**src/rtl/game_state_ctrl_n.sv**
```systemverilog
// Game-state controller: merges ball and player hazards into a registered
// stop/freeze FSM that owns lives, game-over and win decisions.
module game_state_ctrl_n #(
    parameter int NUM_BALLS     = 4,
    parameter int LIVES         = 3,
    parameter int LIVES_W       = 2,
    parameter int FREEZE_FRAMES = 60,
    parameter int SCORE_W       = 7,
    parameter int WIN_SCORE     = 75,
    parameter int SRC_W         = 3
) (
    input  logic                 clk_65M,
    input  logic                 clear,
    input  logic                 frame_tick,
    input  logic                 game_start,
    input  logic                 pause,
    input  logic [NUM_BALLS-1:0] ball_en,
    input  logic [NUM_BALLS-1:0] ball_hit,
    input  logic                 player_hit,
    input  logic                 in_shaded,
    input  logic [SCORE_W-1:0]   score,
    output logic                 istop,
    output logic                 game_stop,
    output logic [LIVES_W-1:0]   lives,
    output logic [SRC_W-1:0]     hit_src,
    output logic                 game_end,
    output logic                 game_win,
    output logic [2:0]           state
);

    typedef enum logic [2:0] {
        S_IDLE   = 3'd0,
        S_PLAY   = 3'd1,
        S_FREEZE = 3'd2,
        S_OVER   = 3'd3,
        S_WIN    = 3'd4
    } state_t;

    state_t               r_state, w_next;
    logic [LIVES_W-1:0]   r_lives, w_lives;
    logic [7:0]           r_cnt, w_cnt;
    logic [SRC_W-1:0]     r_src, w_src;
    logic                 r_stop_pulse, w_stop_pulse;
    logic                 r_istop;
    logic [NUM_BALLS-1:0] w_masked;
    logic                 w_hazard;
    logic                 w_win;

    // Lowest enabled ball index wins; an all-zero mask means the player hit.
    function automatic logic [SRC_W-1:0] f_src(input logic [NUM_BALLS-1:0] m);
        f_src = SRC_W'(NUM_BALLS);
        for (int i = NUM_BALLS - 1; i >= 0; i--) begin
            if (m[i]) f_src = SRC_W'(i);
        end
    endfunction

    assign w_masked = ball_hit & ball_en;
    assign w_hazard = ((|w_masked) | player_hit) & ~in_shaded & ~pause;
    assign w_win    = (score >= SCORE_W'(WIN_SCORE));

    always_comb begin
        w_next       = r_state;
        w_lives      = r_lives;
        w_cnt        = r_cnt;
        w_src        = r_src;
        w_stop_pulse = 1'b0;
        case (r_state)
            S_IDLE, S_OVER, S_WIN: begin
                if (game_start) begin
                    w_next  = S_PLAY;
                    w_lives = LIVES_W'(LIVES);
                end
            end
            S_PLAY: begin
                // A paused game holds PLAY untouched, including the win check.
                if (!pause) begin
                    if (w_win) begin
                        w_next = S_WIN;
                    end else if (w_hazard) begin
                        w_stop_pulse = 1'b1;
                        w_src        = f_src(w_masked);
                        if (r_lives <= LIVES_W'(1)) begin
                            w_lives = '0;
                            w_next  = S_OVER;
                        end else begin
                            w_lives = r_lives - LIVES_W'(1);
                            w_next  = S_FREEZE;
                            w_cnt   = '0;
                        end
                    end
                end
            end
            S_FREEZE: begin
                if (frame_tick && !pause) begin
                    if (r_cnt + 8'd1 == 8'(FREEZE_FRAMES)) begin
                        w_next = S_PLAY;
                        w_cnt  = '0;
                    end else begin
                        w_cnt = r_cnt + 8'd1;
                    end
                end
            end
            default: w_next = S_IDLE;
        endcase
    end

    always_ff @(posedge clk_65M) begin
        if (clear) begin
            r_state      <= S_IDLE;
            r_lives      <= LIVES_W'(LIVES);
            r_cnt        <= '0;
            r_src        <= '0;
            r_stop_pulse <= 1'b0;
            r_istop      <= 1'b1;
        end else begin
            r_state      <= w_next;
            r_lives      <= w_lives;
            r_cnt        <= w_cnt;
            r_src        <= w_src;
            r_stop_pulse <= w_stop_pulse;
            r_istop      <= (w_next != S_PLAY);
        end
    end

    assign istop     = r_istop;
    assign game_stop = r_stop_pulse;
    assign lives     = r_lives;
    assign hit_src   = r_src;
    assign game_end  = (r_state == S_OVER);
    assign game_win  = (r_state == S_WIN);
    assign state     = r_state;

endmodule

```
**config.mk**
```make
export PLATFORM = sky130hd
export DESIGN_NAME = game_state_ctrl_n
export DESIGN_NICKNAME = d
export VERILOG_FILES = /design/src/rtl/game_state_ctrl_n.sv
export SDC_FILE = /design/constraint.sdc
export NUM_CORES = 1
export LEC_CHECK = 0
export ABC_AREA = 1
export BUFFER_PORTS_ARGS = -buffer_cell sky130_fd_sc_hd__buf_2
export CAP_MARGIN = 10
export CORE_ASPECT_RATIO = 0.6
export CORE_MARGIN = 10
export CORE_UTILIZATION = 46
export DETAILED_ROUTE_END_ITERATION = 10
export GPL_TIMING_DRIVEN = 1
export PLACE_DENSITY = 0.79
export SYNTH_ARGS = -nofsm -noshare
export SYNTH_HDL_FRONTEND = slang
export SYNTH_SLANG_ARGS = --single-unit
```
**constraint.sdc**
```tcl
create_clock -name clk_65M -period 1.4 [get_ports clk_65M]
set_input_delay 0 -clock clk_65M [delete_from_list [all_inputs] [get_ports clk_65M]]
set_output_delay 0 -clock clk_65M [all_outputs]
set_load 0.01 [all_outputs]
```
# Word-level counts from Yosys, hierarchy flattened
# Index checks and enable logic that the tools add are counted.
# totals
ff_bits,18
out_inout_bits,12
# classes
n_addsub,2
magnitude_cmp,2
eq_ne,12
n_mux,26
n_bitwise,8
reduce_logical,11
# ops
cell,n
8-bit 2-to-1 mux,6
3-bit 2-to-1 mux,10
8-bit one-hot mux with 2 select lines,1
"2-bit != test, second input constant",6
2-bit 2-to-1 mux,5
3-bit one-hot mux with 3 select lines,1
"8-bit by 1-bit adder with 8-bit output, second input constant",1
"8-bit by 6-bit equality test with 1-bit output, second input constant",1
4-bit OR reduction,2
"7-bit greater-or-equal comparator, second input constant",1
"3-bit by 2-bit equality test with 1-bit output, second input constant",2
6-bit AND reduction,1
5-bit AND reduction,1
4-bit AND,1
1-bit NOT,4
2-bit one-hot mux with 2 select lines,1
4-bit AND reduction,1
2-bit nonzero test,2
"3-bit by 1-bit equality test with 1-bit output, second input constant",1
"3-bit equality test, second input constant",1
3-bit logical NOT,1
"3-bit by 1-bit != test with 1-bit output, second input constant",1
3-bit OR reduction,1
1-bit AND,2
6 further kinds,7

# Longest topological paths before layout
# depth
word_depth,10
depth_mapped,11
mapped_depth_nobuf,11

# Worst setup path before layout
# No wires, ideal clock.
# synth_path
path_type,reg-to-reg
startpoint,register r_cnt[0]
endpoint,register r_istop (netlist: istop)
setup_ns,0.123
arrival_ns,1.315
required_time_ns,1.277
path_slack_ns,-0.038
stages_incl_launch_ff,11
synth_period_minus_slack_ns,1.438
cell_sequence,dfxtp_1 ha_1 nand3_1 inv_1 nand3_1 nand2_1 nand2_1 nor2_2 nor2_1 nor2_1 nand3_1
# synth_via
elab_chain_len,6
# synth_rtl
element,line,text
from (decl),41,"logic [7:0] r_cnt, w_cnt;"
from (signal assigned),118,r_cnt <= w_cnt;
8-bit by 1-bit adder with 8-bit output,95,if (r_cnt + 8'd1 == 8'(FREEZE_FRAMES)) begin
8-bit by 6-bit equality test with 1-bit output,95,
3-bit 2-to-1 mux,95,
3-bit 2-to-1 mux,94,if (frame_tick && !pause) begin
3-bit one-hot mux with 3 select lines,67,case (r_state)
3-bit by 1-bit != test with 1-bit output,121,r_istop <= (w_next != S_PLAY);
to (signal assigned),121,
to (decl),44,logic r_istop;
# Every way passes these cells.
# A chain may end at the register's enable or synchronous reset.

# Worst setup path in the final report
# layout_path
startpoint,register r_cnt[1]
endpoint,register r_istop (netlist: istop)
# The elaborated chain is that of the path after synthesis.

==> impl_metrics.ini <==
[logic_synthesis]
synth_cell_types = 23
synth_warnings = 0
synth_area_leaders = dfxtp_1, nand2_1, nor2_1
syn-num-nets = 223
netlist_instances = 200
yosys.area.top_type = dfxtp_1
synth_area_sq_mm = 0.00119
synth_area_per_cell_sq_um = 5.94
yosysTopAreaCellShare_pct = 30.3
synth.ff_latch_count = 18
ys_seq_area_share_pct = 30.3

[routing]
dr.pass1.iters = 4
wl_met1_um = 1840
wl_um = 3630
antenna_left = 0
drtIter0Drc = 166
viasPerCell = 4.95
wl_met3_um = 321
met2_length_um = 1440
vias = 1407
wl_per_cell_um = 12.8
top_layer_used = met4
drc = 0

[cells_and_area]
areaGrowthSynthToFinish_pct = 41.4
drive_gt1_share_pct = 37.3
nets = 277
final_cell_mix = nand2_1, buf_2, nor2_1
final_common_cell = nand2_1
diodes = 0

[sta]
worst_slack_ns = -0.0743
final-hold-violation-count = 0
fin_crit_ns = 1.47
fin_crit_sh_pct = 105
setup_viol = 3
clock-skew-final_ns = 0.00854
max_freq_mhz = 678
tightest_slew_ns = 0.310
maxSlewHeadroom_pct = 79.3
hold_ws_ns = 0.0602
slew_violations = 0
rsz0062_at_grt = yes

[critical_path]
critical-path-top-delay-family = simple AND/OR/NAND/NOR gates
endpoint = istop
arrival_ns = 1.61
end_kind = flop
r2r_slack_ns = -0.07
cp_slowest_stage_delay_ns = 0.37
r2r-start = r_cnt[1]
start_kind = flop
cp_slowest_cell = dfxtp_4
reg2reg_depth = 10
cp_num_cells = 10
critPathRequiredTime_ns = 1.54
worstPathCellList = ha_4, nand3_4, inv_2, nand3_2, nand2_2, nand2_2, nor2_4, nor2_1, nor2_1, nand3_1
startpoint = r_cnt[1]
path_max_fanout = 5
critical_path_class = reg -> reg
timing.rr.end = istop
path_buf_inv = 1

[outcome]
failed_checks = negative setup slack
status = finished with violations

[worst_hold_path]
hold_path.class = in -> reg

[placed_design]
hpwl_um = 2780
routabilityCongestion = 0.924
io_buffer_count = 33
pre_cts_ws_ns = -0.139

[flow_run]
cap_violations = 0

[global_routing]
first_global_vias = 1337
grt_max_degree = 11
track_usage_pct = 14.7
grt-ovfl-total = 0
antenna_found_initial = 0
grt_pass1_wl_um = 6150

[clock_tree]
clkTransAtPathRegs_ns = 0.07
postCtsSetupBuffers = 0
cts_max_level = 1
cts_buffers = 3
hold_buffers = 0
cts_root_buffer = clkbuf_8
cts_buffer_depth = 2
clock_latency_ns = 0.26
clkSinkCount = 18
cts_tree = done

[floorplanning]
dieArea_sq_mm = 0.00508
io_pins = 34
initial_utilization_pct = 47.8
rows = 14
dieWidth_um = 85.6
die_h_um = 59.4
design.core.area_sq_mm = 0.00249

[pwr]
p_leak_uw = 0.000797
power_density_mw_per_mm2 = 847
ir_worst_vdd_uv = 633
[cell type report]
| class | count | area (sq um) |
|---|---|---|
| multi-input cells | 156 | 836 |
| fillers | 217 | 807 |
| flip-flops and latches | 18 | 378 |
| repair buffers | 49 | 285 |
| inverters | 26 | 100 |
| clock buffers | 3 | 41.3 |
| well taps | 32 | 40.0 |
[Yosys cell counts, drive strengths merged]
master and instances:
nand2 66, dfxtp 18, a22oi 3, nand3 21
o21bai 1, nand4 1, clkbuf 1, a21oi 11
ha 1, o21ai 13, nand3b 2, clkinv 2
nor3b 1, nor2 35, inv 24
[cells by family after synthesis]
family	Yosys count	share of synthesized area (%)
AND/OR/NAND/NOR	126	46.9
buffers and inverters	27	8.74
adder cells (fa/ha/maj)	1	1.05
AO/OA/AOI/OAI	28	12.9
flip-flops	18	30.3
[through the flow]
stage / util (%) / TNS, ns / instances / total power, uW / cell area, sq um
final: 67.6 / -0.108 / 284 / 1420 / 1680
after global routing: 67.6 / -1.07 / 284 / 1510 / 1680
after CTS: 65.7 / 0 / 284 / 1400 / 1630
after detailed placement: 61.5 / -0.418 / 280 / 1010 / 1530
after global placement: 61.5 / -0.167 / 280 / 999 / 1530
after floorplan: - / 0 / 200 / 841 / 1210
[worst min-delay path by stage]
stage | start | endpoint | slack (ns) | depth (start not counted)
final | ball_en[0] | hit_src[0] | 0.06 | 4
after global routing | ball_en[0] | hit_src[0] | 0.09 | 4
after CTS | ball_en[0] | hit_src[0] | 0.06 | 4
after detailed placement | ball_en[0] | hit_src[0] | 0.33 | 4
after global placement | ball_en[0] | hit_src[0] | 0.32 | 4
after floorplan | ball_en[0] | hit_src[0] | 0.22 | 3
[state kept, by name, summed over array words and instances (netlist names)]
register,flops
r_cnt,8
hit_src,3
state,3
lives,2
game_stop,1
istop,1
[where the power goes]
part | internal (uW) | total (uW) | switching [uW]
Sequential | 554 | 598 | 43.6
Clock | 191 | 362 | 171
Combinational | 187 | 464 | 277
Total | 933 | 1420 | 491
[worst min-delay path: stages]
cell and delay [ns]:
buf_2 0.07, nand2_1 0.06, nand3_1 0.09, nand2_1 0.04
[per-layer routing]
metal  global-route usage (%)  vias up
met5                        0        -
met4                     3.27        0
met3                     4.95        4
met2                     20.1       63
met1                     21.2      591
li1                         -      749
[repair_timing]
item / 4_1_cts / 5_1_grt
pin swaps: 5 / 8
setup endpoints to repair: 10 / 14
cloned: 1 / 0
resized for setup: 19 / 17
Note: power is estimated with default switching activity, not from simulation.
